===== src/rtl/pc_fetch.sv =====
// Instruction fetch front end: owns the PC, issues one memory request at a time,
// holds the fetched word until decode accepts it, and traps on misaligned redirects.
module pc_fetch #(
  parameter logic [31:0] RESET_PC = 32'h0000_0000
) (
  input  logic        i_clk,
  input  logic        i_rst_n,
  output logic [31:0] o_pc,
  input  logic [31:0] i_pc_plus4,
  output logic        o_imem_req,
  output logic [31:0] o_imem_addr,
  input  logic        i_imem_ack,
  input  logic [31:0] i_imem_rdata,
  output logic        o_instr_valid,
  input  logic        i_instr_ready,
  output logic [31:0] o_instr,
  input  logic        i_redirect,
  input  logic [31:0] i_redirect_pc,
  output logic        o_fault,
  output logic [31:0] o_fetch_count
);

  typedef enum logic [1:0] {
    S_FETCH = 2'd0,
    S_HOLD  = 2'd1,
    S_FAULT = 2'd2
  } state_e;

  state_e      state_q, state_d;
  logic [31:0] pc_q, pc_d;
  logic [31:0] instr_q, instr_d;
  logic [31:0] count_q, count_d;
  logic        redirect_misaligned;

  assign redirect_misaligned = (i_redirect_pc[1:0] != 2'b00);

  always_comb begin
    state_d = state_q;
    pc_d    = pc_q;
    instr_d = instr_q;
    count_d = count_q;
    unique case (state_q)
      S_FETCH: begin
        // A redirect wins over a same-cycle ack; the returned word is discarded.
        if (i_redirect) begin
          pc_d    = i_redirect_pc;
          state_d = redirect_misaligned ? S_FAULT : S_FETCH;
        end else if (i_imem_ack) begin
          instr_d = i_imem_rdata;
          state_d = S_HOLD;
        end
      end
      S_HOLD: begin
        if (i_redirect) begin
          pc_d    = i_redirect_pc;
          state_d = redirect_misaligned ? S_FAULT : S_FETCH;
        end else if (i_instr_ready) begin
          pc_d    = i_pc_plus4;
          count_d = count_q + 32'd1;
          state_d = S_FETCH;
        end
      end
      S_FAULT: state_d = S_FAULT;
      default: state_d = S_FETCH;
    endcase
  end

  always_ff @(posedge i_clk) begin
    if (!i_rst_n) begin
      state_q <= S_FETCH;
      pc_q    <= RESET_PC;
      instr_q <= 32'd0;
      count_q <= 32'd0;
    end else begin
      state_q <= state_d;
      pc_q    <= pc_d;
      instr_q <= instr_d;
      count_q <= count_d;
    end
  end

  // Request is gated by reset so memory never sees a fetch while reset is held.
  assign o_imem_req    = (state_q == S_FETCH) & i_rst_n;
  assign o_instr_valid = (state_q == S_HOLD);
  assign o_fault       = (state_q == S_FAULT);
  assign o_pc          = pc_q;
  assign o_imem_addr   = pc_q;
  assign o_instr       = instr_q;
  assign o_fetch_count = count_q;

endmodule


===== config.mk =====
export PLATFORM = sky130hd
export DESIGN_NAME = pc_fetch
export DESIGN_NICKNAME = d
export VERILOG_FILES = /design/src/rtl/pc_fetch.sv
export SDC_FILE = /design/constraint.sdc
export NUM_CORES = 1
export LEC_CHECK = 0
export BUFFER_PORTS_ARGS = -buffer_cell sky130_fd_sc_hd__buf_2
export CELL_PAD_IN_SITES_DETAIL_PLACEMENT = 1
export CELL_PAD_IN_SITES_GLOBAL_PLACEMENT = 1
export CORE_MARGIN = 3
export CORE_UTILIZATION = 31
export CTS_CLUSTER_DIAMETER = 30
export DETAILED_ROUTE_END_ITERATION = 12
export GPL_TIMING_DRIVEN = 0
export PLACE_DENSITY_LB_ADDON = 0.1
export SLEW_MARGIN = 15
export SYNTH_ARGS = -nofsm -noshare
export SYNTH_HDL_FRONTEND = slang
export SYNTH_SLANG_ARGS = --single-unit

===== constraint.sdc =====
create_clock -name i_clk -period 2.1 [get_ports i_clk]
set_input_delay 0.105 -clock i_clk [delete_from_list [all_inputs] [get_ports i_clk]]
set_output_delay 0.105 -clock i_clk [all_outputs]
set_load 0.02 [all_outputs]

Yosys cells after proc, flatten, opt, wreduce, memory -nomap -nowiden
Cells that the tools add are included.
- add/subtract/negate cells: 1
- multiply operators: 0
- divide/modulo/power cells: 0
- $lt $le $gt $ge: 0
- equality and inequality tests: 5
- shift-type cells: 0
- muxes and demuxes: 10
- bitwise gates (word level): 2
- reductions and logical operators: 7
- operators by type and width (cell ; count):
    $mux 32 ; 3
    $pmux 32 s2 ; 1
    $add 32x1->32 const B ; 1
    $mux 2 ; 5
    $reduce_and 3->1 ; 3
    $pmux 2 s3 ; 1
    $reduce_bool 2->1 ; 2
    $ne 3x1->1 const B ; 1
    $ne 3x3->1 const B ; 1
    $eq 2x1->1 const B ; 1
    $eq 2x2->1 const B ; 1
    $logic_not 2->1 ; 1
    $ne 2x2->1 const B ; 1
    $reduce_and 2->1 ; 1
    $and 1x1->1 ; 1
    $not 1->1 ; 1
- register bits after elaboration: 98
- bits in latches: 0
- RAM bits: 0
- ROM bits: 0
- input bits: 101
- output and inout bits: 131
- word-level logic and storage cells: 29
- memories: 0

Logic depth before layout (Yosys ltp)
Gate-level depths: netlist (run 1).
- depth in word-level cells: 4
- gate-level depth with buffers: 8
- mapped depth without buffers: 5

Least setup slack after synthesis (run 1)
No wires, ideal clock.
- path type: flip-flop to flip-flop
- start: reg count_q[3] (netlist: o_fetch_count[3])
- end: reg count_q[29] (netlist: o_fetch_count[29])
- setup time: 0.070 ns
- arrival: 1.828 ns
- data required time: 2.030 ns
- slack: 0.201 ns
- cell stages (with the launch flop): 6
- path buffers: 1
- clock period less this slack: 1.899 ns
- path through: dfxtp_1 nand4_1 or3_4 buf_6 or4_1 a21oi_1
- word-level cells in the longest chain between the ends: 1
- ends and longest elaborated chain (element ; RTL line ; RTL):
    start: declaration ; 32 ; logic [31:0] count_q, count_d;
    start signal: assignment ; 78 ; count_q <= count_d;
    $add 32x1->32 ; 59 ; count_d = count_q + 32'd1;
Every way passes these cells.
A chain may end at the register's enable or synchronous reset.

Final worst setup path (run 1)
- start: reg state_q[1]
- end: reg count_q[29] (netlist: o_fetch_count[29])
- word-level cells in the longest chain between the ends: 2
- ends and longest elaborated chain (element ; RTL line ; RTL):
    start: declaration ; 29 ; state_e state_q, state_d;
    start signal: assignment ; 75 ; state_q <= state_d;
    $eq 2x1->1 ; 42 ; unique case (state_q)
    $reduce_and 3->1 (no source line) ; n/a ;
Every way passes these cells.

==> run_results.csv, run 1 <==
group,metric,value,unit
outcome,outcome,"finished clean",
logic_synthesis,synth_top_flop_cell,"dfxtp_1",
placed_design,portBuffers,231,
die,die_y,125,µm
min_path,holdCritStartpoint,"i_imem_rdata[23]",
routing,drc_errors,0,
sta,tns,0,ns
logic_synthesis,synth_top_area_share,45.0,%
critical_path,r2r_end,"o_fetch_count[29]",
logic_synthesis,ys_warn_count,0,
final_layout,final_cells,995,
global_routing,grt_max_degree,15,
routing,antenna_left,0,
critical_path,ff2ff_setup_slack,0.09,ns
logic_synthesis,synth_cell_type_count,39,
logic_synthesis,yosysSeqAreaShare,45.0,%
clocking,clk_latency,0.34,ns
power,vdd_drop_max,346,µV
final_layout,postLayoutCoreUtil,46.8,%
routing,routed_via_density,4.93,
clocking,clk_pin_slew,0.07,ns
clocking,cts_buffer_depth,2,
sta,fin_skew,0.00489,ns
global_routing,gr-total-overflow,0,
min_path,hold_path_end,"o_instr[23]",
die,die_w,125,µm
power,power,4.53,mW
clocking,cts_root_buffer,"clkbuf_16",
final_layout,layout_common_cells,"buf_2, nand2_1, dfxtp_1, a21oi_1, nor2_1",
critical_path,crit_type,"reg2reg",
clocking,cts.htree.levels,3,
placed_design,place_hpwl,12000,µm
critical_path,rr_worst_depth,8,
critical_path,crit_arrival,2.21,ns
logic_synthesis,syn_nets,647,
sta,timing.final.crit_share,95.5,%
final_layout,areaGrowthSynthToFinish,45.1,%
die,num_rows,42,
routing,drt_pass1_iterations,4,
critical_path,cp_cell_sequence,"buf_6 > nand4bb_1 > buf_4 > or3_4 > buf_6 > clkbuf_4 > o31ai_1 > a21oi_1",
critical_path,required,2.31,ns
final_layout,drive_above_1_share,36.2,%
sta,finalMaxSlewViolations,0,
critical_path,worst-path-max-fanout,10,
power,p_per_area,716,mW/mm²
critical_path,end_kind,"flip-flop",
sta,max_freq,499,MHz
global_routing,antenna_found_initial,1,
routing,first_iter_violations,210,
die,core-area,0.0135,mm²
clocking,cts.sinks,98,
critical_path,r2r-start,"state_q[1]",
logic_synthesis,synth_largest_area_cell,"dfxtp_1",
routing,wl_per_cell,16.5,µm
logic_synthesis,synth-edff-count,0,
critical_path,start_kind,"flip-flop",
logic_synthesis,synth_seq_cells,98,
routing,dr_total_vias,4910,
logic_synthesis,synth_area_per_cell,8.00,µm²
placed_design,dp.cells,952,
global_routing,grt_pass1_vias,5206,
sta,worst_pin_slew,0.607,ns
logic_synthesis,syn_inst,545,
min_path,holdCritPathClass,"in2reg",
clocking,cts_made_buffers,9,
global_routing,grt_pass1_wl,26500,µm
placed_design,dp_slack,-0.336,ns
sta,fin_crit,2.01,ns
min_path,min_path_cells,3,
sta,relSlewSlack,59.5,%
die,die-area,0.0155,mm²
die,start_util,32.3,%
sta,finalHoldViolCount,0,
final_layout,final_common_cell,"buf_2",
sta,layout_setup_ws,0.0950,ns
job,maxCapViolCount,0,
critical_path,slowest_stage,"or3_4",
placed_design,gp_congestion,0.760,
sta,setup_viol,0,
final_layout,fin_nets,916,
global_routing,track_usage,20.5,%
logic_synthesis,synth_area,0.00436,mm²
logic_synthesis,async_flop_share,0,%
clocking,cts_tree,"done",
die,ioPinCount,232,
critical_path,slowest_delay,0.38,ns
routing,drt-total-wl,16400,µm
logic_synthesis,ys_top_cells_by_area,"dfxtp_1, nand2_1, a311oi_1",
power,p_leak,2.88,nW
critical_path,crit_top_cell,"buf_6",
-- metal layers --
| layer | vias to the layer above | global-route usage, % | share of wire [%] |
|---|---|---|---|
| met5 | - | 0 | 0 |
| met1 | 2321 | 24.0 | 41 |
| met3 | 19 | 6.39 | 7.5 |
| li1 | 2415 | - | - |
| met4 | 0 | 6.64 | 1.6 |
| met2 | 155 | 35.8 | 50 |
-- stage by stage --
stage | hold slack [ns] | cell area [µm²]
after floorplan | 0.223 | 4360
after global placement | 0.346 | 5730
after detailed placement | 0.354 | 5730
after CTS | 0.000498 | 6290
after global routing | 0.0154 | 6320
final | 0.00981 | 6320
-- cells by family (layout without fill, tap and decap cells) --
group / after synthesis / after routing / share of synthesized area, %
and+or+nand+nor: 252 / 252 / 26.6
AOI/OAI and AO/OA: 106 / 106 / 16.0
DFF: 98 / 98 / 45.0
buffers and inverters: 76 / 349 / 9.70
xor gates and xnor gates: 10 / 10 / 2.01
muxes: 2 / 2 / 0.459
adders and majority gates: 1 / 1 / 0.287
other: 0 / 1 / 0
-- timing repair --
item / CTS / global route
setup endpoints to repair: 15 / 57
hold buffers: 25 / 0
buffers inserted: 2 / 0
pin swaps: 1 / 0
resized for setup: 1 / 15
endpoints found under the hold margin: 25 / 0
-- flip-flops by register name, indices dropped and copies added (netlist names) --
| register | flops |
|---|---|
| state_q | 2 |
| o_fetch_count | 32 |
| o_imem_addr | 32 |
| o_instr | 32 |
-- how the worst max path moves through the flow --
stage | start | end | slack, ns
finish | state_q[1] | o_fetch_count[29] | 0.09
global placement | state_q[0] | o_fetch_count[28] | -0.30
floorplan | o_fetch_count[3] | o_fetch_count[29] | 0.20
detailed placement | state_q[0] | o_fetch_count[28] | -0.34
global route | state_q[1] | o_fetch_count[21] | -0.03
CTS | o_fetch_count[0] | o_fetch_count[28] | 0.03
-- cells in the mapped netlist, types with 2 or more instances --
| cell type | number |
|---|---|
| nor2_1 | 45 |
| a21oi_1 | 52 |
| buf_2 | 2 |
| buf_4 | 32 |
| nand2_1 | 139 |
| nor3_1 | 3 |
| clkbuf_1 | 34 |
| and2_1 | 2 |
| or3_1 | 3 |
| dfxtp_1 | 98 |
| o21ai_0 | 4 |
| or4_1 | 15 |
| xor2_1 | 5 |
| and3_1 | 2 |
| mux2i_1 | 2 |
| nand3_1 | 14 |
| and4_1 | 5 |
| a311oi_1 | 32 |
| buf_6 | 2 |
| o31ai_1 | 15 |
| inv_1 | 4 |
| nand4_1 | 8 |
| nand2b_1 | 2 |
| nor4_1 | 6 |
| xnor2_1 | 5 |
-- layout make-up --
class	instances	area, µm²
well taps	176	220
clock inverters	2	37.5
diodes	1	2.50
flip-flops and latches	98	1960
plain buffers	71	413
repair buffers	258	1420
inverters	5	18.8
fillers	1687	7180
clock buffers	13	250
multi-input cells	371	2000
-- worst max-delay path, delay by kind of cell, from the launching register on --
family / cells / cell delay, ns
flip-flops: 1 / 0.31
buffers and inverters: 4 / 0.67
AO/OA/AOI/OAI: 2 / 0.35
AND/OR/NAND/NOR: 2 / 0.54
-- power breakdown --
part           switching [mW]  internal [mW]  total (mW)  leakage (nW)
sequential             0.0661           1.95        2.02         0.801
clock                   0.713          0.953        1.67         0.136
combinational           0.492          0.355       0.847          1.94
total                    1.27           3.26        4.53          2.88
Power figures use the tool's default switching activity.
==> run 2, diff against run 1 <==
--- a/config.mk
+++ b/config.mk
@@ -5,7 +5,7 @@
 export SDC_FILE = /design/constraint.sdc
 export NUM_CORES = 1
 export LEC_CHECK = 0
-export BUFFER_PORTS_ARGS = -buffer_cell sky130_fd_sc_hd__buf_2
+export BUFFER_PORTS_ARGS = -buffer_cell sky130_fd_sc_hd__clkbuf_2
 export CELL_PAD_IN_SITES_DETAIL_PLACEMENT = 1
 export CELL_PAD_IN_SITES_GLOBAL_PLACEMENT = 1
 export CORE_MARGIN = 3
==> run_results.csv, run 2 (same netlist as run 1, synthesis figures left out) <==
group,metric,value,unit
critical_path,worst-path-max-fanout,10,
critical_path,end_kind,"flip-flop",
critical_path,cp_top_family,"buffers and inverters",
global_routing,gr-total-overflow,0,
clocking,cts.htree.levels,3,
min_path,min_path_cells,3,
routing,drc_errors,0,
final_layout,multi_input_area,0.00200,mm²
placed_design,dp.cells,952,
critical_path,start_kind,"flip-flop",
min_path,holdCritPathClass,"in2reg",
power,power.switching,1.30,mW
routing,first_iter_violations,204,
power,p_per_area,700,mW/mm²
placed_design,gp_congestion,0.775,
power,cellInternalPower,3.33,mW
sta,rsz0062_at_grt,"yes",
sta,max_freq,499,MHz
global_routing,grt_pass1_wl,26800,µm
die,start_util,32.3,%
die,die-area,0.0155,mm²
sta,finalMaxSlewViolations,0,
routing,drt_pass1_iterations,5,
final_layout,fin_nets,943,
min_path,hold_path_end,"o_imem_addr[16]",
routing,drt-total-wl,16600,µm
critical_path,required,2.31,ns
critical_path,rr_worst_depth,8,
final_layout,final_cells,1022,
power,combPwrFrac,19.3,%
routing,dr_total_vias,5048,
routing,antenna_left,0,
final_layout,antennaDiodeCount,0,
routing,routed_via_density,4.94,
power,clockPowerShare,37.0,%
die,core-area,0.0135,mm²
critical_path,r2r-start,"state_q[1]",
clocking,cts.sinks,98,
critical_path,ff2ff_setup_slack,0.1,ns
critical_path,cp_cell_sequence,"buf_6 > nand4bb_1 > buf_2 > or3_4 > buf_6 > buf_2 > o31ai_1 > a21oi_1",
final_layout,areaGrowthSynthToFinish,51.6,%
final_layout,drive_above_1_share,35.3,%
sta,worst_pin_slew,0.572,ns
clocking,clk_latency,0.34,ns
critical_path,r2r_end,"o_fetch_count[23]",
sta,tns,0,ns
routing,wl_per_cell,16.2,µm
sta,finalHoldViolCount,0,
critical_path,slowest_delay,0.38,ns
final_layout,ff_latch_area,0.00196,mm²
final_layout,final_common_cell,"clkbuf_2",
power,sw_frac_of_total,28.1,%
global_routing,antenna_found_initial,0,
outcome,outcome,"finished clean",
sta,timing.final.crit_share,95.4,%
placed_design,portBuffers,231,
clocking,cts_made_buffers,9,
critical_path,slowest_stage,"or3_4",
global_routing,grt_max_degree,15,
final_layout,fillers,1702,
power,vdd_drop_max,486,µV
clocking,cts_tree,"done",
critical_path,crit_arrival,2.22,ns
power,p_leak,2.94,nW
global_routing,grt_pass1_vias,5321,
global_routing,track_usage,20.8,%
power,p_seq_share,43.7,%
die,die_y,125,µm
final_layout,layout_common_cells,"clkbuf_2, nand2_1, dfxtp_1, dlygate4sd3_1, a21oi_1",
job,maxCapViolCount,0,
placed_design,place_hpwl,12000,µm
clocking,cts_root_buffer,"clkbuf_16",
sta,fin_crit,2.00,ns
die,die_w,125,µm
clocking,clk_pin_slew,0.07,ns
clocking,cts_buffer_depth,2,
sta,setup_viol,0,
critical_path,crit_type,"reg2reg",
sta,fin_skew,0.00427,ns
die,ioPinCount,232,
min_path,holdCritStartpoint,"i_redirect_pc[16]",
sta,relSlewSlack,61.9,%
critical_path,crit_buf_inv,4,
die,num_rows,42,
[run 2: cell types whose count changed in the layout (fill, tap and decap cells not counted), sizes merged]
cell,before,now
clkinv,0,1
clkinvlp,1,0
dlygate4sd3,25,53
buf,270,40
diode,1,0
clkbuf,47,277
[run 2: cell type report]
class | instances | share of cell area (%)
clock buffers | 14 | 4.00
inverters | 5 | 0.284
flip-flops and latches | 98 | 29.7
repair buffers | 286 | 25.8
well taps | 176 | 3.33
plain buffers | 70 | 6.14
clock inverters | 2 | 0.530
multi-input cells | 371 | 30.2
[run 2: power groups by stage]
stage | Sequential, mW | Clock [mW] | Combinational (mW)
2_1_floorplan | 2.16 | 0 | 0.380
3_5_place_dp | 2.06 | 0 | 0.813
5_1_grt | 2.03 | 1.82 | 0.973
6_report | 2.02 | 1.71 | 0.894
4_1_cts | 2.02 | 1.75 | 0.896
3_3_place_gp | 2.06 | 0 | 0.795
[run 2: stage by stage]
stage | util (%) | cell area (µm²) | power [mW] | worst slack, ns | hold WS, ns
after detailed placement | 42.5 | 5730 | 2.88 | -0.380 | 0.335
after global routing | 48.9 | 6610 | 4.83 | -0.00646 | 0.00245
after floorplan | - | 4360 | 2.54 | 0.201 | 0.223
after global placement | 42.5 | 5730 | 2.85 | -0.321 | 0.329
after CTS | 48.8 | 6590 | 4.67 | 0.0464 | 0.00137
final | 48.9 | 6610 | 4.63 | 0.0967 | 0.00834
[run 2: per-layer routing]
layer / part of all wire, % / GRT usage, % / vias up
met1: 41 / 23.0 / 2390
met4: 2.5 / 7.80 / 0
li1: - / - / 2470
met3: 7.4 / 6.99 / 29
met5: 0 / 0 / -
met2: 50 / 37.0 / 159
[run 2: what timing repair did]
action / CTS / global route
gates cloned: 0 / 0
setup buffers: 2 / 0
pin swaps: 1 / 1
hold buffers: 53 / 0
endpoints found under the setup margin: 15 / 61
endpoints found under the hold margin: 48 / 0
gates resized for setup: 3 / 11
[run 2: how the worst max path moves through the flow]
stage                           startpoint           endpoint  slack [ns]  depth (start not counted)
after global routing            state_q[1]  o_fetch_count[23]      -0.006                          8
after floorplan           o_fetch_count[3]  o_fetch_count[29]        0.20                          5
after global placement          state_q[0]  o_fetch_count[28]       -0.32                          5
after detailed placement        state_q[0]  o_fetch_count[28]       -0.38                          5
final                           state_q[1]  o_fetch_count[23]         0.1                          8
after CTS                       state_q[1]         o_instr[7]        0.05                          5
[run 2: worst register-to-register path: stages (launching register included)]
cell and delay (ns):
dfxtp_1 0.31, buf_6 0.13, nand4bb_1 0.16, buf_2 0.18, or3_4 0.38, buf_6 0.15, buf_2 0.21, o31ai_1 0.26
a21oi_1 0.09
==> run 3, diff against run 2 <==
--- a/config.mk
+++ b/config.mk
@@ -8,12 +8,12 @@
 export BUFFER_PORTS_ARGS = -buffer_cell sky130_fd_sc_hd__clkbuf_2
 export CELL_PAD_IN_SITES_DETAIL_PLACEMENT = 1
 export CELL_PAD_IN_SITES_GLOBAL_PLACEMENT = 1
-export CORE_MARGIN = 3
 export CORE_UTILIZATION = 31
 export CTS_CLUSTER_DIAMETER = 30
 export DETAILED_ROUTE_END_ITERATION = 12
 export GPL_TIMING_DRIVEN = 0
 export PLACE_DENSITY_LB_ADDON = 0.1
+export REMOVE_ABC_BUFFERS = 1
 export SLEW_MARGIN = 15
 export SYNTH_ARGS = -nofsm -noshare
 export SYNTH_HDL_FRONTEND = slang
==> run_results.csv, run 3 (same netlist as run 1, synthesis figures left out) <==
group,metric,value,unit
outcome,outcome,"finished clean",
clocking,cts_tree,"done",
critical_path,crit_type,"reg2reg",
routing,routed_via_density,4.98,
sta,rsz0062_at_grt,"no",
final_layout,layout_common_cells,"clkbuf_2, nand2_1, dfxtp_1, dlygate4sd3_1, a21oi_1",
die,core-area,0.0135,mm²
sta,max_freq,502,MHz
global_routing,grt_pass1_wl,24300,µm
placed_design,gp_congestion,0.722,
sta,finalHoldViolCount,0,
clocking,clk_latency,0.35,ns
global_routing,grt_pass1_vias,4893,
die,start_util,32.4,%
sta,finalMaxSlewViolations,0,
critical_path,worst-path-max-fanout,10,
sta,fin_crit,1.99,ns
critical_path,cp-startpoint,"state_q[1]",
critical_path,ff2ff_setup_slack,0.11,ns
placed_design,place_area,0.00545,mm²
min_path,holdCritPathClass,"in2reg",
sta,timing.final.crit_share,94.8,%
placed_design,dp.cells,889,
critical_path,crit_end,"o_fetch_count[29]",
critical_path,start_kind,"flip-flop",
critical_path,rr_worst_depth,4,
global_routing,antenna_found_initial,0,
critical_path,r2r_end,"o_fetch_count[29]",
global_routing,grt_max_degree,58,
sta,fin_skew,0.00766,ns
clocking,clk_pin_slew,0.07,ns
power,p_leak,2.87,nW
sta,worst_pin_slew,0.720,ns
routing,wl_per_cell,15.8,µm
job,maxCapViolCount,0,
placed_design,portBuffers,231,
critical_path,end_kind,"flip-flop",
final_layout,fin_nets,908,
die,ioPinCount,232,
global_routing,gr-total-overflow,0,
die,die_y,121,µm
clocking,cts_root_buffer,"clkbuf_16",
global_routing,track_usage,21.3,%
final_layout,design_area,0.00658,mm²
final_layout,areaGrowthSynthToFinish,51.0,%
power,p_per_area,692,mW/mm²
final_layout,drive_above_1_share,33.3,%
clocking,cts.sinks,98,
critical_path,crit_arrival,2.27,ns
clocking,cts.htree.levels,3,
die,die_w,121,µm
routing,drc_errors,0,
clocking,cts_made_buffers,9,
routing,drt_pass1_iterations,4,
routing,drt-total-wl,15500,µm
critical_path,r2r-start,"state_q[1]",
critical_path,required,2.38,ns
routing,antenna_left,0,
routing,first_iter_violations,223,
power,vdd_drop_max,446,µV
final_layout,final_common_cell,"clkbuf_2",
die,die-area,0.0145,mm²
final_layout,final_cells,987,
die,num_rows,42,
sta,relSlewSlack,52.0,%
clocking,cts_buffer_depth,2,
routing,dr_total_vias,4912,
placed_design,place_hpwl,9740,µm
final_layout,antennaDiodeCount,0,
sta,setup_viol,0,
-- run 3: cell types whose count changed in the layout (fill, tap and decap cells not counted), moves of 3 or more --
cell           delta
clkbuf_1         -29
buf_4            -24
dlygate4sd3_1    +20
clkbuf_2          -3
-- run 3: worst min path at each step --
stage                     start           endpoint  slack (ns)  depth (start not counted)
2_1_floorplan           i_rst_n  o_fetch_count[27]        0.22                          1
3_3_place_gp   i_imem_rdata[27]        o_instr[27]        0.33                          3
3_5_place_dp   i_imem_rdata[17]        o_instr[17]        0.34                          3
4_1_cts           i_pc_plus4[5]     o_imem_addr[5]     0.00003                          3
5_1_grt          i_pc_plus4[10]    o_imem_addr[10]       0.005                          3
6_report         i_pc_plus4[15]    o_imem_addr[15]        0.01                          3
-- run 3: per-stage QoR --
| step | setup TNS [ns] | hold WS [ns] | utilization, % | setup slack, ns | total power [mW] |
|---|---|---|---|---|---|
| 2_1_floorplan | -66.70 | 0.223 | - | -1.15 | 2.45 |
| 3_3_place_gp | -161.57 | 0.329 | 39.6 | -2.71 | 2.75 |
| 3_5_place_dp | -7.58 | 0.336 | 40.5 | -0.509 | 2.78 |
| 4_1_cts | 0 | 0.0000302 | 48.5 | 0.0842 | 4.60 |
| 5_1_grt | 0 | 0.00461 | 48.9 | 0.00586 | 4.77 |
| 6_report | 0 | 0.0124 | 48.9 | 0.109 | 4.55 |
-- run 3: layout make-up --
type	instances	area [µm²]
inverters	5	21.3
repair buffers	319	2040
flip-flops and latches	98	1960
fillers	1694	6870
multi-input cells	373	2030
well taps	176	220
clock inverters	2	35.0
clock buffers	14	264
-- run 3: worst max-delay path, stage by stage (launching register included) --
cell       delay [ns]
dfxtp_1          0.43
nand4bb_4        0.34
or3_4            0.50
or4_1            0.50
a21oi_1          0.16
-- run 3: timing repair --
action,in CTS,in global routing
setup buffers,4,3
endpoints found under the setup margin,20,6
endpoints found under the hold margin,56,1
hold buffers,72,1
gates cloned,1,1
gates resized for setup,4,1
pin swaps,2,3
-- run 3: routing by layer --
layer	vias to the layer above	wire length (µm)	GRT usage [%]
li1	2397	-	-
met1	2343	6480	24.3
met5	-	0	0
met2	157	7910	38.7
met4	0	237	7.79
met3	15	916	4.81
-- run 3: power breakdown --
group | total, mW | internal, mW | switching, mW
Sequential | 2.02 | 1.95 | 0.0731
Combinational | 0.836 | 0.354 | 0.482
Clock | 1.69 | 0.989 | 0.701
Total | 4.55 | 3.29 | 1.26
